===== config.mk =====
export PLATFORM = sky130hd
export DESIGN_NAME = cpu_accel_mem_port
export DESIGN_NICKNAME = d
export VERILOG_FILES = /design/src/rtl/cpu_accel_pkg.sv /design/src/rtl/cpu_accel_wr_ser.sv /design/src/rtl/cpu_accel_mem_port.sv
export SDC_FILE = /design/constraint.sdc
export NUM_CORES = 1
export LEC_CHECK = 0
export CORE_AREA = 2 2 527 529
export CTS_CLUSTER_SIZE = 12
export DETAILED_ROUTE_END_ITERATION = 10
export DIE_AREA = 0 0 529 531
export SETUP_SLACK_MARGIN = 0.2
export SKIP_CTS_REPAIR_TIMING = 1
export SLEW_MARGIN = 10
export SYNTH_ARGS = -nofsm -noshare
export SYNTH_HDL_FRONTEND = slang
export SYNTH_SLANG_ARGS = --single-unit

===== constraint.sdc =====
create_clock -name clk -period 2.95 [get_ports clk]
set_input_delay 0.4425 -clock clk [delete_from_list [all_inputs] [get_ports clk]]
set_output_delay 0.4425 -clock clk [all_outputs]
set_load 0.02 [all_outputs]

===== src/rtl/cpu_accel_pkg.sv =====
// Shared definitions for the accelerator-side data-memory port.
//   state_t      : job sequencer states
//   BLK_MAX_ADDR : highest legal start address of the 64-byte source block
//   RES_MAX_ADDR : highest legal start address of the 9-word result area
//   STATUS_VAL   : word written after the result words
//   RES_WORDS    : number of 32-bit result words
package cpu_accel_pkg;

   typedef enum logic [2:0] {
      IDLE,
      CHK,
      RD,
      BLK,
      RES,
      WR,
      STAT
   } state_t;

   localparam logic [15:0] BLK_MAX_ADDR = 16'hFFC0;
   localparam logic [15:0] RES_MAX_ADDR = 16'hFFDC;
   localparam logic [31:0] STATUS_VAL   = 32'h1;
   localparam int unsigned RES_WORDS    = 8;

endpackage


===== src/rtl/cpu_accel_wr_ser.sv =====
// Result serializer: holds the accelerator result and walks it out one
// 32-bit word at a time for write-back.
//   clk, rst_n : clock, asynchronous active-low reset
//   load       : capture res_in and restart at word 0
//   res_in     : full result, word k = bits[32k+31:32k]
//   adv        : step to the next word (granted write cycle)
//   word       : current word
//   offset     : byte offset of current word (4*k)
//   last       : current word is the final one
module cpu_accel_wr_ser
   import cpu_accel_pkg::*;
#(
   parameter int unsigned ADDR_W  = 16,
   parameter int unsigned N_WORDS = RES_WORDS
) (
   input  logic                    clk,
   input  logic                    rst_n,
   input  logic                    load,
   input  logic [32*N_WORDS-1:0]   res_in,
   input  logic                    adv,
   output logic [31:0]             word,
   output logic [ADDR_W-1:0]       offset,
   output logic                    last
);

   localparam int unsigned IDX_W = $clog2(N_WORDS);

   logic [32*N_WORDS-1:0] res_q;
   logic [IDX_W-1:0]      idx;

   always_ff @(posedge clk or negedge rst_n) begin
      if (!rst_n) begin
         res_q <= '0;
         idx   <= '0;
      end else if (load) begin
         res_q <= res_in;
         idx   <= '0;
      end else if (adv) begin
         idx   <= idx + IDX_W'(1);
      end
   end

   assign word   = res_q[{idx, 5'b00000} +: 32];
   assign offset = ADDR_W'({idx, 2'b00});
   assign last   = (idx == IDX_W'(N_WORDS - 1));

endmodule


===== src/rtl/cpu_accel_mem_port.sv =====
// Accelerator-side data-memory initiator. On start it range-checks the two
// addresses, reads one 64-byte block in a single granted cycle, hands it to
// the accelerator, collects the 256-bit result and writes it back as
// RES_WORDS words followed by a status word.
//   clk, rst_n                  : clock, asynchronous active-low reset
//   start, blk_addr, res_addr   : job launch pulse and its two byte addresses
//   busy, done, err             : job in flight / end pulse / range-error pulse
//   mem_req, mem_gnt            : arbiter request and grant
//   mem_addr, mem_wrt_data,
//   mem_wrt_en, mem_rd_data     : data-memory access (combinational read)
//   acc_blk, acc_blk_vld/rdy    : block to the accelerator
//   acc_res, acc_res_vld/rdy    : result from the accelerator
module cpu_accel_mem_port #(
   parameter int unsigned ADDR_W     = 16,
   parameter int unsigned RES_WORDS  = cpu_accel_pkg::RES_WORDS,
   parameter logic [31:0] STATUS_VAL = cpu_accel_pkg::STATUS_VAL
) (
   input  logic                  clk,
   input  logic                  rst_n,
   input  logic                  start,
   input  logic [ADDR_W-1:0]     blk_addr,
   input  logic [ADDR_W-1:0]     res_addr,
   output logic                  busy,
   output logic                  done,
   output logic                  err,
   output logic                  mem_req,
   input  logic                  mem_gnt,
   output logic [ADDR_W-1:0]     mem_addr,
   output logic [31:0]           mem_wrt_data,
   output logic                  mem_wrt_en,
   input  logic [511:0]          mem_rd_data,
   output logic [511:0]          acc_blk,
   output logic                  acc_blk_vld,
   input  logic                  acc_blk_rdy,
   input  logic [255:0]          acc_res,
   input  logic                  acc_res_vld,
   output logic                  acc_res_rdy
);

   import cpu_accel_pkg::*;

   localparam logic [ADDR_W-1:0] BLK_LIM  = ADDR_W'(BLK_MAX_ADDR);
   localparam logic [ADDR_W-1:0] RES_LIM  = ADDR_W'(RES_MAX_ADDR);
   localparam logic [ADDR_W-1:0] STAT_OFF = ADDR_W'(4 * RES_WORDS);

   state_t              state;
   logic [ADDR_W-1:0]   blk_q;
   logic [ADDR_W-1:0]   res_q;

   logic                ser_load;
   logic                ser_adv;
   logic [31:0]         ser_word;
   logic [ADDR_W-1:0]   ser_off;
   logic                ser_last;

   assign ser_load = (state == RES) && acc_res_vld;
   assign ser_adv  = (state == WR)  && mem_gnt;

   cpu_accel_wr_ser #(
      .ADDR_W  (ADDR_W),
      .N_WORDS (RES_WORDS)
   ) u_wr_ser (
      .clk    (clk),
      .rst_n  (rst_n),
      .load   (ser_load),
      .res_in (acc_res),
      .adv    (ser_adv),
      .word   (ser_word),
      .offset (ser_off),
      .last   (ser_last)
   );

   always_ff @(posedge clk or negedge rst_n) begin
      if (!rst_n) begin
         state       <= IDLE;
         blk_q       <= '0;
         res_q       <= '0;
         busy        <= 1'b0;
         done        <= 1'b0;
         err         <= 1'b0;
         mem_req     <= 1'b0;
         acc_blk     <= '0;
         acc_blk_vld <= 1'b0;
         acc_res_rdy <= 1'b0;
      end else begin
         done <= 1'b0;
         err  <= 1'b0;
         case (state)
            IDLE: begin
               // A start landing in the done cycle belongs to the finished job
               if (start && !done) begin
                  blk_q <= blk_addr;
                  res_q <= res_addr;
                  busy  <= 1'b1;
                  state <= CHK;
               end
            end
            CHK: begin
               if ((blk_q > BLK_LIM) || (res_q > RES_LIM)) begin
                  busy  <= 1'b0;
                  done  <= 1'b1;
                  err   <= 1'b1;
                  state <= IDLE;
               end else begin
                  mem_req <= 1'b1;
                  state   <= RD;
               end
            end
            RD: begin
               if (mem_gnt) begin
                  acc_blk     <= mem_rd_data;
                  mem_req     <= 1'b0;
                  acc_blk_vld <= 1'b1;
                  state       <= BLK;
               end
            end
            BLK: begin
               if (acc_blk_rdy) begin
                  acc_blk_vld <= 1'b0;
                  acc_res_rdy <= 1'b1;
                  state       <= RES;
               end
            end
            RES: begin
               if (acc_res_vld) begin
                  acc_res_rdy <= 1'b0;
                  mem_req     <= 1'b1;
                  state       <= WR;
               end
            end
            WR: begin
               if (mem_gnt && ser_last) begin
                  state <= STAT;
               end
            end
            STAT: begin
               if (mem_gnt) begin
                  mem_req <= 1'b0;
                  busy    <= 1'b0;
                  done    <= 1'b1;
                  state   <= IDLE;
               end
            end
            default: state <= IDLE;
         endcase
      end
   end

   // Address/data decode from registered state only; zero outside access phases
   always_comb begin
      mem_addr     = '0;
      mem_wrt_data = '0;
      mem_wrt_en   = 1'b0;
      case (state)
         RD: begin
            mem_addr = blk_q;
         end
         WR: begin
            mem_addr     = res_q + ser_off;
            mem_wrt_data = ser_word;
            mem_wrt_en   = mem_gnt;
         end
         STAT: begin
            mem_addr     = res_q + STAT_OFF;
            mem_wrt_data = STATUS_VAL;
            mem_wrt_en   = mem_gnt;
         end
         default: ;
      endcase
   end

endmodule

Word level (Yosys, flattened, before mapping) --
Cells that the tools add are included.
Word-level totals: register bits after elaboration 812, word-level logic and storage cells 85, input port bits 806
Operators by class: muxes and demuxes 30, reduce and logical (&&, ||, !) cells 21, equality and inequality tests 16, $lt $le $gt $ge 2, $add $sub $neg 3, shift operators 1
Operators by type and width (count):
- $shiftx 256x9->32 | 1
- $pmux 32 s2 | 1
- $pmux 16 s3 | 1
- $gt 16x16->1 const B | 2
- $mux 3 | 8
- $pmux 3 s7 | 1
- $add 16x5->16 | 1
- $add 16x6->16 const B | 1
- $ne 2x2->1 const B | 7
- $mux 1 | 13
- $eq 3x3->1 const B | 4
- $reduce_and 4->1 | 2
- $eq 3x2->1 const B | 2
- $pmux 1 s2 | 3
- $pmux 1 s3 | 2
- $reduce_and 3->1 | 2
- $reduce_and 6->1 | 1
- $reduce_bool 2->1 | 3
- $reduce_bool 3->1 | 2
- $logic_and 1x1->1 | 4
- $ne 2x1->1 const B | 2
- $reduce_and 2->1 | 2
- $reduce_or 2->1 | 2
- $add 3x1->3 const B | 1
- other kinds (5) | 5

Longest topological paths before layout --
Gate-level depths: netlist of run 1.
depth in word-level cells 4, depth in mapped cells 9, mapped depth without buffers 8

Cells and area by module --
A second synthesis of run 1 with hierarchy kept.
Unflattened totals: cells, all modules 2128, area, all modules 34073.9 µm²
Modules (own cells, without submodules):
- cpu_accel_mem_port | cells an instance 1448, area an instance 22370.2 µm², instances 1, sequential area each 13838.3 µm²
- cpu_accel_wr_ser | cells an instance 680, area an instance 11703.7 µm², instances 1, sequential area each 6481.2 µm²

Least setup slack after synthesis of run 1 --
No wires, ideal clock.
path kind reg-to-output, from register u_wr_ser.idx[1], to output mem_addr[12], cell stages (with the launch flop) 10, slack 143 ps, buffers on the path 2, data arrival time 2364 ps, cells stage by stage dfrtp_1 > buf_2 > buf_1 > inv_1 > fa_1 > inv_1 > a21o_1 > a21o_1 > a21oi_1 > o21ai_0
On the way: longest elaborated chain between the ends 2
Ends and longest elaborated chain:
- start, declared | RTL line cpu_accel_wr_ser.sv:29 | logic [IDX_W-1:0] idx;
- start signal, assigned | RTL line cpu_accel_wr_ser.sv:39 | idx <= idx + IDX_W'(1);
- $add 16x5->16 | RTL line cpu_accel_mem_port.sv:159 | mem_addr = res_q + ser_off;
- $pmux 16 s3 | RTL line cpu_accel_mem_port.sv:154 | case (state)
- end, declared | RTL line cpu_accel_mem_port.sv:28 | output logic [ADDR_W-1:0] mem_addr,
No other way between the ends.

Worst setup path in the final report of run 1 --
from register u_wr_ser.idx[0], to output mem_addr[11]
The elaborated chain is that of the path after synthesis.

==> reports/results.ini, run 1 <==
[grt]
grt_pass1_wl_mm=302
grt_max_degree=105
antenna_found_initial=309
grt_pass1_vias=28133
grt_use_total=0.165
globalRouteOverflowTotal=0

[floorplanning]
die-area_sq_um=281000
initial_core_util=0.130
die_w_um=529
core_area_sq_um=275000
die_h_um=531
ios=1373
row_count=193

[place]
gp_routability_congestion=0.950
hpwlAfterDp_mm=207
placed_area_sq_um=53700
port_buffers=1372
placed_cells=7531

[timing]
tns_ns=-12.04
fmax_ghz=0.290
slew_violations=0
setup_slack_ns=-0.503
final_hold_viol_count=0
post-route-period-util=1.17
slew_headroom=0.417
rsz0062_at_grt=yes
min_period_ns=3.45
fin_skew_ns=0.0413
finalSetupViolCount=43
tightestPinTransition_ns=0.875

[drt]
first_pass_iters=5
via_per_inst=3.60
drc=0
wirelength_mm=241
post_drt_wl_per_cell_um=30.8
postRouteAntennaNets=0
drtIter0Drc=1895
via_count=28114

[clocking]
clk_path_buf_depth=4
clkTransAtPathRegs_ns=0.06
tritoncts=done
h-tree-depth=3
cts_made_buffers=111
cts_num_sinks=812
clock_latency_ns=0.85
clock-root-buffer=clkbuf_16

[worst_setup_path]
crit_chain=ha_4, buf_6, a21o_1, a2111o_1, buf_6, a221oi_4, a21oi_1, o21ai_1, buf_4
critPathRequiredTime_ns=2.51
crit_path_max_incr_delay_ns=0.50
path_common_cell=buf_6
crit_slowest_cell=dfrtp_4
crit_type=reg -> out
start_kind=flip-flop
crit_fanout=2
worstSetupEndpointType=output port
cp.arrival_ns=3.01

[synthesis]
syn_inst=2581
yosysSeqAreaShare=0.570
yosysWarnings=0
synth_edf_count=0
ys_ff_latch=812
netlist-cell-type-count=59
syn_area_sq_um=35700
synth_ff_type=dfrtp_1
avgSynthCellArea_sq_um=13.8
syn_nets=3394
synth_async_sr_flop_share=1.00

[power_and_ir_drop]
p_per_area_nw_per_um2=1160
leakage_uw=0.0251
peakVddDrop_uv=489

[job]
drv_cap=0

[final_layout]
drive_above_1_share=0.240
fillCellCount=29382
finalNetCount=4869
area_delta_synth_final_pct=62.8
mostFrequentLayoutCells=1322 x clkdlybuf4s50_1, 806 x dfrtp_1, 791 x nand2_1
layout_commonest_cell=clkdlybuf4s50_1
final_cells=7816
final_area_sq_um=58100
fin_util=0.211

[status]
violations=setup timing
status=finished, violations left

[worst_hold_path]
hp-class=in -> reg

-- power by group --
part	total [uW]	internal, uW	switching [uW]
Combinational	31900	16300	15600
Clock	13800	8070	5710
Sequential	21600	16900	4660
Total	67200	41300	26000
-- metrics by stage --
step | setup slack [ns] | total power (uW) | hold WS [ns]
4_1_cts | -0.992 | 67900 | -0.336
2_1_floorplan | 0.200 | 36900 | 0.147
5_1_grt | -0.615 | 70500 | 0.122
3_3_place_gp | -0.0859 | 53300 | 0.457
3_5_place_dp | -0.0505 | 53600 | 0.462
6_report | -0.503 | 67200 | 0.166
-- registers in the layout (all words and copies together) (netlist names) --
register / count
acc_blk: 512
acc_blk_vld: 1
acc_res_rdy: 1
blk_q: 16
busy: 1
done: 1
err: 1
mem_req: 1
res_q: 16
state: 3
u_wr_ser.idx: 3
u_wr_ser.res_q: 256
-- cell usage after synthesis, drive strengths merged (2+ instances only) --
cell / instances / area (sq um)
o21ai: 23 / 115
nor3: 4 / 20.0
dfrtp: 812 / 20300
a32o: 3 / 30.0
a41o: 2 / 20.0
a31oi: 3 / 18.8
mux2: 542 / 7870
nand4: 3 / 18.8
nand2: 793 / 2980
a21o: 3 / 22.5
xnor2: 4 / 35.0
clkbuf: 30 / 113
inv: 10 / 37.5
buf: 122 / 1460
nor2b: 4 / 32.5
nor4b: 2 / 32.5
a22oi: 2 / 15.0
mux4: 64 / 1440
nand3: 9 / 45.0
nand2b: 4 / 32.5
a21oi: 16 / 80.1
mux2i: 40 / 400
xor2: 3 / 26.3
and2: 3 / 18.8
and3: 4 / 30.0
and4: 2 / 17.5
ha: 6 / 75.1
nand4b: 2 / 17.5
nor2: 44 / 165
o22ai: 5 / 31.3
-- per-layer routing --
layer,track usage,share of wire,wire (um)
met4,0.0585,0.034,8220
met1,0.193,0.39,94200
met3,0.0631,0.096,23100
met2,0.272,0.48,115000
met5,0.00410,0.0025,613
-- path summary, 6_finish.rpt --
| check | startpoint | to | slack (ns) | cells after the start |
|---|---|---|---|---|
| setup / recovery | u_wr_ser.idx[0] | mem_addr[11] | -0.50 | 9 |
| hold / removal | acc_res[89] | u_wr_ser.res_q[89] | 0.17 | 3 |
| setup reg to reg | state[0] | acc_blk[375] | 0.48 | 7 |
| max in group asynchronous | rst_n | acc_blk[66] | 1.60 | 3 |
| min in group asynchronous | rst_n | acc_blk[394] | 0.32 | 2 |
| hold reg to reg | u_wr_ser.res_q[4] | u_wr_ser.res_q[4] | 0.47 | 2 |
-- worst max-delay path: cells and delay by family, from the launching register on --
| family | cells | cell delay (ns) |
|---|---|---|
| compound gates | 5 | 1.11 |
| buf+inv | 3 | 0.43 |
| fa+ha+maj | 1 | 0.18 |
| flops | 1 | 0.50 |
-- final cells by class --
cell class                      instances  area [sq um]  area share
Tap cell                             3607          4510      0.0777
Clock buffer                          156          3220      0.0554
Antenna cell                           65           163     0.00280
Clock inverter                         45           477     0.00821
Multi-Input combinational cell       1607         13900       0.240
Timing Repair Buffer                 1514         15400       0.265
Sequential cell                       812         20300       0.350
Inverter                               10          37.5    0.000646
-- cell families (layout without fill, tap and decap cells) --
logic type	count (synthesis)	after routing	share of synthesized area
and+or+nand+nor	877	877	0.0960
other	0	65	0
adders and majority gates	7	7	0.00267
DFF	812	812	0.570
AOI/OAI and AO/OA	70	70	0.0127
muxes	646	646	0.272
xor gates and xnor gates	7	7	0.00172
buffers and inverters	162	1725	0.0450
Note: power is estimated with default switching activity, not from simulation.
==> run 2: changes to the inputs <==
--- a/config.mk
+++ b/config.mk
@@ -9,6 +9,7 @@
 export CTS_CLUSTER_SIZE = 12
 export DETAILED_ROUTE_END_ITERATION = 10
 export DIE_AREA = 0 0 529 531
+export RECOVER_POWER = 100
 export SETUP_SLACK_MARGIN = 0.2
 export SKIP_CTS_REPAIR_TIMING = 1
 export SLEW_MARGIN = 10
==> reports/results.ini, run 2 (same netlist as run 1, synthesis figures left out) <==
[timing]
worst_hold_slack_ns=0.165
fin_skew_ns=0.0357
slew_violations=50
setup_slack_ns=-0.509
finalSetupViolCount=322
rsz0062_at_grt=yes
final_hold_viol_count=0
slew_headroom=-0.613
post-route-period-util=1.17
min_period_ns=3.46
fmax_ghz=0.289
tightestPinTransition_ns=2.42

[floorplanning]
die-area_sq_um=281000
ios=1373
initial_core_util=0.130
row_count=193
die_h_um=531
die_w_um=529
core_area_sq_um=275000

[final_layout]
largest_register_ffs=512
final_area_sq_um=57400
mostFrequentLayoutCells=807 x dfrtp_1, 804 x clkdlybuf4s50_1, 791 x nand2_1
drive_above_1_share=0.214
finalNetCount=4869
fillCellCount=29506
layout_commonest_cell=dfrtp_1
top_register=acc_blk
seqCellArea_sq_um=20300
multiInputGateArea_sq_um=13500
area_delta_synth_final_pct=61.0
largest_registers=acc_blk x512, u_wr_ser.res_q x256

[clocking]
clock-root-buffer=clkbuf_16
clk_path_buf_depth=4
tritoncts=done
cts_made_buffers=111
cts_num_sinks=812
h-tree-depth=3
clock_latency_ns=0.84
clkTransAtPathRegs_ns=0.06

[place]
placed_area_sq_um=53700
hpwlAfterDp_mm=207
gp_routability_congestion=0.950
pre_cts_slack_ns=-0.0505
port_buffers=1372

[worst_setup_path]
start_kind=flip-flop
r2r_end=acc_blk[396]
critPathRequiredTime_ns=2.51
r2r_start=state[1]
crit_fanout=2
crit_type=reg -> out
cp.arrival_ns=3.02
r2r_cells=7
worstSetupEndpointType=output port
ff2ff_setup_slack_ns=-0.42

[drt]
first_pass_iters=5
wirelength_mm=241
via_per_inst=3.60
met3WireLength_mm=23.9
wl_met1_mm=93.3
dr_wl_met2_mm=115
post_drt_wl_per_cell_um=30.8
drc=0
drtIter0Drc=1842
top_layer_used=met5
postRouteAntennaNets=0
via_count=28164

[grt]
antenna_found_initial=313
grt_pass1_wl_mm=302
grt_use_total=0.165
grt_pass1_vias=28133
grt_max_degree=105
globalRouteOverflowTotal=0

[worst_hold_path]
worstHoldPathCells=3
hp-class=in -> reg
min_from=acc_res[89]
hold_end=u_wr_ser.res_q[89]

[power_and_ir_drop]
p_per_area_nw_per_um2=1130
leakage_uw=0.0249
peakVddDrop_uv=478

[job]
drv_cap=1

[status]
status=finished, violations left
violations=capacitance limit, slew limit, setup timing

-- run 2: changes by cell type in the layout (fill, tap and decap cells not counted), moves of 2 or more --
cell,delta
diode_2,+7
mux2_1,+101
clkbuf_1,+6
buf_4,-33
clkbuf_2,+28
buf_6,+2
clkbuf_4,+10
dlygate4sd3_1,+518
mux2_4,-101
clkdlybuf4s50_1,-518
buf_12,-15
-- run 2: how the worst max path moves through the flow --
stage	start	to	slack, ns
after floorplan	u_wr_ser.idx[1]	mem_addr[6]	0.20
after global placement	u_wr_ser.idx[0]	mem_addr[8]	-0.09
after detailed placement	u_wr_ser.idx[0]	mem_wrt_data[0]	-0.05
after CTS	u_wr_ser.idx[0]	mem_wrt_data[0]	-0.99
after global routing	u_wr_ser.idx[0]	mem_addr[11]	-0.62
final	u_wr_ser.idx[0]	mem_addr[11]	-0.51
-- run 2: area by class of cell --
class                           count  share of cell area
Timing Repair Buffer             1514               0.264
Inverter                           10            0.000654
Clock buffer                      156              0.0560
Multi-Input combinational cell   1607               0.236
Clock inverter                     45             0.00830
Tap cell                         3607              0.0786
Antenna cell                       72             0.00314
Sequential cell                   812               0.354
-- run 2: per-layer routing --
layer,global-route usage,up-vias
li1,-,11825
met1,0.193,14064
met2,0.272,1620
met3,0.0631,565
met4,0.0585,90
met5,0.00410,-
-- run 2: worst max-delay path: stages (launching register included) --
cell      delay, ns
dfrtp_4        0.50
ha_4           0.18
buf_6          0.11
a21o_1         0.17
a2111o_1       0.40
buf_6          0.14
a221oi_4       0.29
a21oi_1        0.07
o21ai_1        0.19
buf_4          0.17
-- run 2: through the flow --
stage,setup TNS (ns),total power [uW],std cells,utilization
after floorplan,0,36900,2581,-
after global placement,-0.246,53300,7531,0.195
after detailed placement,-0.0842,53600,7531,0.195
after CTS,-36.90,67900,7732,0.208
after global routing,-136.35,68100,7782,0.208
final,-48.56,64800,7823,0.209
-- run 2: where the power goes --
group	internal (uW)	switching, uW	total (uW)	leakage, uW
Sequential	16900	4450	21300	0.00980
Clock	8070	5700	13800	0.00181
Combinational	14200	15500	29700	0.0133
Total	39100	25700	64800	0.0249
